## src/rtl/qic117_status_decoder.sv

```systemverilog
// qic117_status_decoder
// Host-side receiver for QIC-117 time-encoded status returned on TRK0.
// Once armed, it measures each TRK0 low pulse in microseconds, classifies it
// as a 0 or 1 bit, shifts the bits in MSB-first and pulses data_valid_o when
// the requested number of bits has arrived.
// Optional feature: define QIC117_DEC_FILTER_EN to add a 16-sample level
// filter after the synchronizer.
// The clock must be at least 2 MHz so that one microsecond spans two or more clocks.

module qic117_status_decoder #(
    parameter int CLK_FREQ_HZ = 200_000_000,
    parameter int GLITCH_US   = 250,
    parameter int THRESH_US   = 1000,
    parameter int MAX_LOW_US  = 2500,
    parameter int TIMEOUT_US  = 5000
) (
    input  logic        clk,
    input  logic        reset_n,
    input  logic        enable_i,
    input  logic        arm_i,
    input  logic [3:0]  nbits_i,
    input  logic        trk0_in_i,
    output logic [7:0]  data_out_o,
    output logic        data_valid_o,
    output logic        error_o,
    output logic [1:0]  err_code_o,
    output logic        busy_o,
    output logic [3:0]  bits_rcvd_o,
    output logic [12:0] last_width_us_o
);

    localparam int DIV = CLK_FREQ_HZ / 1_000_000;
    localparam int PW  = (DIV > 2) ? $clog2(DIV) : 1;
    localparam logic [PW-1:0] PRESC_TICK = PW'(DIV - 2);
    localparam logic [PW-1:0] PRESC_LAST = PW'(DIV - 1);
    localparam logic [12:0]   US_SAT     = 13'h1FFF;
    localparam logic [12:0]   GLITCH_W   = 13'(GLITCH_US);
    localparam logic [12:0]   THRESH_W   = 13'(THRESH_US);
    localparam logic [12:0]   MAX_LOW_W  = 13'(MAX_LOW_US);
    localparam logic [12:0]   TIMEOUT_W  = 13'(TIMEOUT_US);

    typedef enum logic [2:0] {IDLE, WAIT_LOW, MEAS_LOW, DONE, ERR} state_t;

    state_t        state_q;
    logic          sync1_q, sync2_q, trk0Prev_q, trk0S;
    logic [PW-1:0] presc_q;
    logic [12:0]   usCount_q, lastWidth_q;
    logic [3:0]    nbits_q, bitsRcvd_q;
    logic [7:0]    shift_q, dataOut_q;
    logic          dataValid_q, error_q, busy_q;
    logic [1:0]    errCode_q;

    logic          rise, fall, edgeSeen, armAccept, tooLong, glitchRise;
    logic [3:0]    nbitsEff_d, bitsRcvd_d;
    logic [7:0]    shift_d;

    // Two-flop synchronizer for the asynchronous TRK0 line (idle level is high)
    always_ff @(posedge clk or negedge reset_n) begin
        if (!reset_n) begin
            sync1_q <= 1'b1;
            sync2_q <= 1'b1;
        end else begin
            sync1_q <= trk0_in_i;
            sync2_q <= sync1_q;
        end
    end

`ifdef QIC117_DEC_FILTER_EN
    logic       filt_q;
    logic [3:0] filtCnt_q;

    // Accept a new level only after 16 consecutive samples that disagree with the current one
    always_ff @(posedge clk or negedge reset_n) begin
        if (!reset_n) begin
            filt_q    <= 1'b1;
            filtCnt_q <= 4'd0;
        end else if (sync2_q == filt_q) begin
            filtCnt_q <= 4'd0;
        end else if (filtCnt_q == 4'd15) begin
            filt_q    <= sync2_q;
            filtCnt_q <= 4'd0;
        end else begin
            filtCnt_q <= filtCnt_q + 4'd1;
        end
    end

    assign trk0S = filt_q;
`else
    assign trk0S = sync2_q;
`endif

    // Previous line level for edge detection
    always_ff @(posedge clk or negedge reset_n) begin
        if (!reset_n) trk0Prev_q <= 1'b1;
        else          trk0Prev_q <= trk0S;
    end

    // Edge, arm and width-classification decodes shared by the counter and the FSM
    always_comb begin
        rise       = trk0S & ~trk0Prev_q;
        fall       = ~trk0S & trk0Prev_q;
        edgeSeen   = rise | fall;
        armAccept  = arm_i & enable_i & (state_q == IDLE) & trk0S;
        tooLong    = (state_q == MEAS_LOW) && (usCount_q > MAX_LOW_W);
        glitchRise = (state_q == MEAS_LOW) && !tooLong && rise && (usCount_q < GLITCH_W);
        nbitsEff_d = ((nbits_i == 4'd0) || (nbits_i > 4'd8)) ? 4'd8 : nbits_i;
        bitsRcvd_d = bitsRcvd_q + 4'd1;
        shift_d    = {shift_q[6:0], (usCount_q >= THRESH_W)};
    end

    // Microsecond counter: restarts on every edge except a rejected glitch rise, so high
    // time keeps accumulating toward the timeout. The prescaler phase makes a low of exactly
    // N us read as N when the rising edge is acted on.
    always_ff @(posedge clk or negedge reset_n) begin
        if (!reset_n) begin
            presc_q   <= '0;
            usCount_q <= 13'd0;
        end else if (armAccept) begin
            presc_q   <= '0;
            usCount_q <= 13'd0;
        end else if (edgeSeen) begin
            presc_q <= '0;
            if (!glitchRise) usCount_q <= 13'd0;
        end else begin
            presc_q <= (presc_q == PRESC_LAST) ? '0 : presc_q + 1'b1;
            if ((presc_q == PRESC_TICK) && (usCount_q != US_SAT)) usCount_q <= usCount_q + 13'd1;
        end
    end

    // Reception FSM; data_valid/error are registered on the transition into DONE/ERR so
    // they appear one clock after the synchronized edge, and those states just return to IDLE
    always_ff @(posedge clk or negedge reset_n) begin
        if (!reset_n) begin
            state_q     <= IDLE;
            nbits_q     <= 4'd0;
            bitsRcvd_q  <= 4'd0;
            shift_q     <= 8'd0;
            dataOut_q   <= 8'd0;
            dataValid_q <= 1'b0;
            error_q     <= 1'b0;
            errCode_q   <= 2'd0;
            busy_q      <= 1'b0;
            lastWidth_q <= 13'd0;
        end else begin
            dataValid_q <= 1'b0;
            error_q     <= 1'b0;
            if (!enable_i) begin
                state_q <= IDLE;
                busy_q  <= 1'b0;
            end else begin
                case (state_q)
                    IDLE: begin
                        if (arm_i) begin
                            if (trk0S) begin
                                nbits_q    <= nbitsEff_d;
                                shift_q    <= 8'd0;
                                bitsRcvd_q <= 4'd0;
                                errCode_q  <= 2'd0;
                                busy_q     <= 1'b1;
                                state_q    <= WAIT_LOW;
                            end else begin
                                error_q   <= 1'b1;
                                errCode_q <= 2'd3;
                            end
                        end
                    end
                    WAIT_LOW: begin
                        if (fall) begin
                            state_q <= MEAS_LOW;
                        end else if (trk0S && (usCount_q > TIMEOUT_W)) begin
                            error_q   <= 1'b1;
                            errCode_q <= 2'd2;
                            busy_q    <= 1'b0;
                            state_q   <= ERR;
                        end
                    end
                    MEAS_LOW: begin
                        if (tooLong) begin
                            error_q   <= 1'b1;
                            errCode_q <= 2'd1;
                            busy_q    <= 1'b0;
                            state_q   <= ERR;
                        end else if (rise) begin
                            if (glitchRise) begin
                                state_q <= WAIT_LOW;
                            end else begin
                                shift_q     <= shift_d;
                                bitsRcvd_q  <= bitsRcvd_d;
                                lastWidth_q <= usCount_q;
                                if (bitsRcvd_d == nbits_q) begin
                                    dataOut_q   <= shift_d;
                                    dataValid_q <= 1'b1;
                                    busy_q      <= 1'b0;
                                    state_q     <= DONE;
                                end else begin
                                    state_q <= WAIT_LOW;
                                end
                            end
                        end
                    end
                    DONE:    state_q <= IDLE;
                    ERR:     state_q <= IDLE;
                    default: state_q <= IDLE;
                endcase
            end
        end
    end

    assign data_out_o      = dataOut_q;
    assign data_valid_o    = dataValid_q;
    assign error_o         = error_q;
    assign err_code_o      = errCode_q;
    assign busy_o          = busy_q;
    assign bits_rcvd_o     = bitsRcvd_q;
    assign last_width_us_o = lastWidth_q;

endmodule
```

## config.mk

```make
export PLATFORM = sky130hd
export DESIGN_NAME = qic117_status_decoder
export DESIGN_NICKNAME = d
export VERILOG_FILES = /design/src/rtl/qic117_status_decoder.sv
export SDC_FILE = /design/constraint.sdc
export NUM_CORES = 1
export LEC_CHECK = 0
export ABC_CLOCK_PERIOD_IN_PS = 2250
export CORE_MARGIN = 2
export CORE_UTILIZATION = 51
export DETAILED_ROUTE_END_ITERATION = 10
export MAX_ROUTING_LAYER = met4
export PLACE_DENSITY_LB_ADDON = 0.2
export SLEW_MARGIN = 20
export SYNTH_ARGS = -nofsm -noshare
export SYNTH_HDL_FRONTEND = slang
export SYNTH_SLANG_ARGS = --single-unit
```

## constraint.sdc

```tcl
create_clock -name clk -period 2.25 [get_ports clk]
set_clock_uncertainty 0.05 [all_clocks]
set_input_delay 0.675 -clock clk [delete_from_list [all_inputs] [get_ports clk]]
set_output_delay 0.675 -clock clk [all_outputs]
set_load 0.005 [all_outputs]
```

==> results.cfg, run 1 <==
[detailed_routing]
vias = 2662
dr.pass1.iters = 6
detail_route.drc_violations = 0
ant_nets = 0
wl_mm = 7.63
drt_iter0_markers = 129
drt-wirelength-per-cell_um = 16.1
vias_per_cell = 5.60

[sta]
drv_slew = 0
tightestPinTransition_ns = 0.796
post-route-period-util = 0.972
setup_viol = 0
rsz0062_at_grt = no
period_needed_ns = 2.19
relSlewSlack = 0.464
whs_ns = 0.281
fmax_ghz = 0.457
setup_tns_ns = 0
hold_viol_final = 0

[power]
clkPwrFrac = 0.442
internal_power_mw = 2.12
vdd.ir_drop.worst_uv = 423
share_seq_of_total_power = 0.466
post-layout-total-power_mw = 2.76
power.switching_mw = 0.641
swShare = 0.232
p_leak_nw = 2.01
comb_power_share = 0.093
power_density_nw_per_um2 = 615

[worst_hold_path]
worstHoldPathType = primary input to asynchronous set/reset pin

[floorplanning]
floorplan.die.height_um = 85.8
die_w_um = 85.8
floorplan.rows = 29
die-area_um2 = 7370
io_pins = 39
initial_core_util = 0.532
placeableCoreArea_um2 = 6420

[clock_tree]
post_cts_hold_buffer_count = 0
tritoncts = yes
clk_pin_slew_worst_paths_ns = 0.08
clock_sink_count = 68
cell_at_the_root_of_the_clock_tree = sky130_fd_sc_hd__clkbuf_8
ctsHtreeMaxLevel = 3
clock_tree.buffer_depth = 2
cts_inserted_buffers = 9
clkLatencyLatePin_ns = 0.35

[global_routing]
grt_overflow_total = 0
number_of_antenna_violations_at_the_first_check_in_global_routing = 0
grt_util_all_layers = 0.234
pin_count_of_the_biggest_net_entering_global_routing = 69
grt_pass1_wl_mm = 13.0
first_global_vias = 2622

[layout]
commonest_non_fill_non_tap_cells_in_the_layout = sky130_fd_sc_hd__dfrtp_1 (64), sky130_fd_sc_hd__buf_4 (44), sky130_fd_sc_hd__clkdlybuf4s50_1 (37)
multi_input_comb_area_um2 = 1670
areaGrowthSynthToFinish_pct = 31.3
num-nets-final = 409
ff_latch_area_um2 = 1710
final_layout_size_suffix_gt1_frac = 0.264
n_fill_cell = 486
fin_area_um2 = 4490
antennaDiodeCount = 0
layout.cells.most_common = sky130_fd_sc_hd__dfrtp_1

[synthesis]
synthMuxAreaShare = 0.0879
synthXorXnorAreaFrac = 0.0513
netlist_area_um2 = 3420
ys_types = 53
postSynth.topFlopCell = sky130_fd_sc_hd__dfrtp_1
ys_seq_area_frac = 0.499
postSynth.asyncResetShare = 1.00
synth_edf_count = 0
yosys.area_share.adder = 0.0256
synth_simple_gate_area_frac = 0.192
synthesis.instances = 316
avgSynthCellArea_um2 = 10.8
yosys_warnings = 0
postSynthRegisterBits = 68
synth.net_count = 332
compound_cell_area_share_of_the_yosys_netlist = 0.107
combinational_family_with_the_most_area_after_synthesis = simple AND/OR/NAND/NOR gates

[worst_setup_path]
crit_path_start = trk0Prev_q
cp_endpoint_kind = flip-flop
r2r.worst_path.cells = 8
worstSetupStartpointType = flip-flop
worst_r2r_startpoint = trk0Prev_q
critical_path.reg2reg.endpoint = data_out_o[4]
crit_slowest_cell = sky130_fd_sc_hd__dfstp_2
r2r_setup_slack_ns = 0.06
critical_path_depth = 8
list_of_cells_traversed_by_the_critical_path = inv_2, ha_4, nor3b_4, o211ai_1, and4b_1, nor2b_4, buf_12, mux2_4
max_stage_delay_ns = 0.57
critical_path.n_buffers_inverters = 2
critical_path_arrival_ns = 2.38
required_ns = 2.44
worst-setup-path-type = flip-flop to flip-flop
cp_top_family = simple AND/OR/NAND/NOR gates
crit_fanout = 8

[job]
maxCapViolations = 0

[run_status]
run_status = finished, final reports clean

[place]
dpl.hpwl_mm = 5.42
gp_congestion = 0.942
placed_area_um2 = 4160
numPortBuffers = 38
[sequential cells by signal, summed over array words and instances (netlist names)]
register,cells
presc_q,8
usCount_q,13
sync1_q,1
data_out_o,8
last_width_us_o,13
shift_q,7
bits_rcvd_o,4
err_code_o,2
busy_o,1
trk0Prev_q,1
state_q,3
data_valid_o,1
nbits_q,4
sync2_q,1
error_o,1
[how the worst max path moves through the flow]
stage | to
after floorplan | data_out_o[0]
after global placement | data_out_o[4]
after detailed placement | data_out_o[2]
after CTS | err_code_o[0]
after global routing | bits_rcvd_o[2]
final | data_out_o[4]
[metrics by stage]
step,cells,setup slack [ns],util
final,475,0.0633,0.698
after floorplan,316,0.00147,-
after CTS,475,0.0426,0.687
after global routing,475,0.00720,0.698
after global placement,459,-0.186,0.648
after detailed placement,459,-0.224,0.648
[area by class of cell]
cell class | instances | area share
Sequential cell | 68 | 0.380
Multi-Input combinational cell | 222 | 0.372
Timing Repair Buffer | 84 | 0.166
Clock buffer | 9 | 0.0276
Clock inverter | 7 | 0.0257
Tap cell | 77 | 0.0215
Inverter | 8 | 0.00669
[what timing repair did]
action                     4_1_cts  5_1_grt
hold endpoints to repair         0        0
setup endpoints to repair        3       27
setup buffers                    0        0
gates resized for setup          3       15
pin swaps                        0        2
[routing by layer]
layer	track usage	part of all wire	wire length (um)	up-vias
met3	0.0404	0.032	247	12
met5	-	0	0	-
met4	0.108	0.022	167	0
met2	0.339	0.46	3490	62
met1	0.322	0.49	3720	1288
li1	-	-	-	1300
[worst register-to-register path, stage by stage, from the launching register on]
cell and delay [ns]:
sky130_fd_sc_hd__dfstp_2 0.57, sky130_fd_sc_hd__inv_2 0.05, sky130_fd_sc_hd__ha_4 0.15, sky130_fd_sc_hd__nor3b_4 0.14, sky130_fd_sc_hd__o211ai_1 0.18, sky130_fd_sc_hd__and4b_1 0.31, sky130_fd_sc_hd__nor2b_4 0.18, sky130_fd_sc_hd__buf_12 0.14
sky130_fd_sc_hd__mux2_4 0.30
[power by group through the flow]
stage / registers, mW / clock network [mW] / logic [mW]
2_1_floorplan: 1.30 / 0 / 0.117
3_3_place_gp: 1.31 / 0 / 0.241
3_5_place_dp: 1.31 / 0 / 0.244
4_1_cts: 1.28 / 1.23 / 0.248
5_1_grt: 1.29 / 1.28 / 0.286
6_report: 1.29 / 1.22 / 0.255
[logic make-up (layout without fill, tap and decap cells)]
family,after synthesis,after routing
AO/OA/AOI/OAI,53,53
buffers and inverters,26,108
XOR/XNOR,20,20
flip-flops,68,68
AND/OR/NAND/NOR,118,118
multiplexers,24,24
adder cells (fa/ha/maj),7,7
[cell usage after synthesis, types with 4 or more instances]
master                     count  area [um^2]
sky130_fd_sc_hd__clkbuf_1      7         26.3
sky130_fd_sc_hd__xor2_1       10         87.6
sky130_fd_sc_hd__buf_2         8         40.0
sky130_fd_sc_hd__and4_1        4         35.0
sky130_fd_sc_hd__nand4_1       6         37.5
sky130_fd_sc_hd__inv_1         8         30.0
sky130_fd_sc_hd__a31oi_1       5         31.3
sky130_fd_sc_hd__nand2_1      20         75.1
sky130_fd_sc_hd__a21oi_1       9         45.0
sky130_fd_sc_hd__mux2_4        8          120
sky130_fd_sc_hd__mux2_2       16          180
sky130_fd_sc_hd__dfrtp_1      65         1630
sky130_fd_sc_hd__or3_1         4         25.0
sky130_fd_sc_hd__nor3_1        6         30.0
sky130_fd_sc_hd__and3_1        6         37.5
sky130_fd_sc_hd__nor2_1       27          101
sky130_fd_sc_hd__ha_1          7         87.6
sky130_fd_sc_hd__nand3_1      12         60.1
sky130_fd_sc_hd__a22o_1        8         70.1
sky130_fd_sc_hd__nand2b_1      5         31.3
sky130_fd_sc_hd__xnor2_1      10         87.6
sky130_fd_sc_hd__o21ai_0      12         60.1
sky130_fd_sc_hd__and2_1        4         25.0
(Power assumes the default switching activity.)
==> run 2: changes to the inputs <==
ABC_CLOCK_PERIOD_IN_PS = 2350   (was 2250)
CORE_UTILIZATION = 52   (was 51)
CTS_CLUSTER_SIZE = 24   (was unset)
SLEW_MARGIN = unset   (was 20)
clock period = 2.35 ns   (was 2.25 ns; I/O delays follow)
==> run 2 against run 1 <==
  * Clock-buffer cell count rose by 1
  * Largest power group unchanged
  * Clock power is 13% lower
  * Combinational power shrank 7%
  * Via count grew 2.1%
  * Global-route usage increased by 0.50 points
  * First-iteration DRC count increased by 42%
  * Utilization down 0.58 points
  * Maximum frequency shrank 5.4%
  * Critical endpoint is now bits_rcvd_o[2]
==> results.cfg, run 2 (synthesis results as in run 1) <==
[global_routing]
pin_count_of_the_biggest_net_entering_global_routing = 38
globalRouteMet2Util = 0.344
met1_usage = 0.327
grt_util_all_layers = 0.239
global_route.usage.met3 = 0.0661
grt_pass1_wl_mm = 13.1
number_of_antenna_violations_at_the_first_check_in_global_routing = 0
busiest_layer = met2
first_global_vias = 2699
grt_overflow_total = 0

[layout]
num-nets-final = 405
layout.cells.most_common = sky130_fd_sc_hd__dfrtp_1
areaGrowthSynthToFinish_pct = 28.8
final_layout_size_suffix_gt1_frac = 0.231
final_cells = 471
antennaDiodeCount = 0
commonest_non_fill_non_tap_cells_in_the_layout = sky130_fd_sc_hd__dfrtp_1 (65), sky130_fd_sc_hd__buf_4 (37), sky130_fd_sc_hd__clkdlybuf4s50_1 (37)
fin_area_um2 = 4400

[power]
p_leak_nw = 1.99
power_density_nw_per_um2 = 575
post-layout-total-power_mw = 2.53
vdd.ir_drop.worst_uv = 530

[floorplanning]
io_pins = 39
floorplan.rows = 29
die-area_um2 = 7230
die_w_um = 85.1
initial_core_util = 0.538
placeableCoreArea_um2 = 6350
floorplan.die.height_um = 85.1

[detailed_routing]
drt_iter0_markers = 183
vias = 2717
detail_route.drc_violations = 0
vias_per_cell = 5.77
dr.pass1.iters = 4
ant_nets = 0
drt-wirelength-per-cell_um = 16.3
wl_mm = 7.68

[sta]
final_critical_path_setup_slack_ns = 0.0382
relSlewSlack = 0.607
drv_slew = 0
fmax_ghz = 0.433
post-route-period-util = 0.984
period_needed_ns = 2.31
rsz0062_at_grt = yes
tightestPinTransition_ns = 0.584
setup_viol = 0
hold_viol_final = 0
setup_tns_ns = 0

[worst_setup_path]
worst-setup-path-type = flip-flop to flip-flop
worstSetupStartpointType = flip-flop
worst_r2r_startpoint = usCount_q[1]
crit_path_start = usCount_q[1]
required_ns = 2.54
critical_path_arrival_ns = 2.50
cp_endpoint_kind = flip-flop
crit_fanout = 14

[place]
placed_cells = 450
numPortBuffers = 38
placed_area_um2 = 4110
place_worst_setup_slack_ns = -0.104
gp_congestion = 0.974
dpl.hpwl_mm = 5.48

[job]
maxCapViolations = 0

[run_status]
run_status = finished, final reports clean

[clock_tree]
cell_at_the_root_of_the_clock_tree = sky130_fd_sc_hd__clkbuf_8
post_cts_hold_buffer_count = 0
tritoncts = yes
clkLatencyLatePin_ns = 0.35
clk_pin_slew_worst_paths_ns = 0.08
clock_tree.buffer_depth = 2
ctsHtreeMaxLevel = 3
cts_inserted_buffers = 9
clock_sink_count = 68

[worst_hold_path]
worstHoldPathType = primary input to asynchronous set/reset pin
-- run 2: cell count changes in the layout (fill, tap and decap cells not counted), moves of 2 or more --
cell | before | now
sky130_fd_sc_hd__buf_6 | 0 | 2
sky130_fd_sc_hd__buf_4 | 44 | 37
sky130_fd_sc_hd__ha_1 | 5 | 7
sky130_fd_sc_hd__nor3_2 | 2 | 0
sky130_fd_sc_hd__ha_4 | 2 | 0
sky130_fd_sc_hd__nor3_1 | 4 | 6
-- run 2: final cells by class --
class | instances | area (um^2)
timing repair buffer | 80 | 736
multi-input combinational | 222 | 1610
sequential | 68 | 1710
inverter | 8 | 30.0
clock inverter | 6 | 88.8
tap | 77 | 96.3
clock buffer | 10 | 128
fill | 474 | 1950
-- run 2: layer usage --
metal  vias up  share of wire  routed length [um]
li1       1299              -                   -
met1      1329           0.48                3660
met2        79           0.46                3500
met3        10          0.054                 412
met4         0          0.013                 102
met5         -              0                   0
-- run 2: worst max-delay path: stages, from the launching register on --
cell and delay, ns:
sky130_fd_sc_hd__dfrtp_1 0.41, sky130_fd_sc_hd__inv_1 0.07, sky130_fd_sc_hd__ha_1 0.17, sky130_fd_sc_hd__nand2b_1 0.14
sky130_fd_sc_hd__a2111o_1 0.50, sky130_fd_sc_hd__and4b_1 0.27, sky130_fd_sc_hd__buf_6 0.16, sky130_fd_sc_hd__and3b_1 0.17
sky130_fd_sc_hd__a211o_1 0.26
-- run 2: final timing paths --
kind	to	slack (ns)	cells past startpoint
worst max-delay path	bits_rcvd_o[2]	0.04	8
worst min-delay path	last_width_us_o[6]	0.25	1
worst max register to register	bits_rcvd_o[2]	0.04	8
worst min register to register	sync2_q	0.32	0
max in group asynchronous	shift_q[4]	1.29	3
min in group clk	sync2_q	0.32	0
-- run 2: per-stage QoR --
step | hold slack (ns) | util
after floorplan | 0.295 | -
after global placement | 0.296 | 0.647
after detailed placement | 0.303 | 0.647
after CTS | 0.237 | 0.681
after global routing | 0.249 | 0.693
final | 0.246 | 0.693
-- run 2: repair_timing --
action,4_1_cts,5_1_grt
setup buffers,0,4
setup endpoints to repair,1,18
gates cloned,0,1
pin swaps,1,2
gates resized for setup,0,8
-- run 2: report_power, final --
part,switching (mW),internal [mW],leakage (nW)
Combinational,0.121,0.116,0.959
Clock,0.461,0.597,0.102
Sequential,0.0268,1.21,0.927
Total,0.609,1.92,1.99
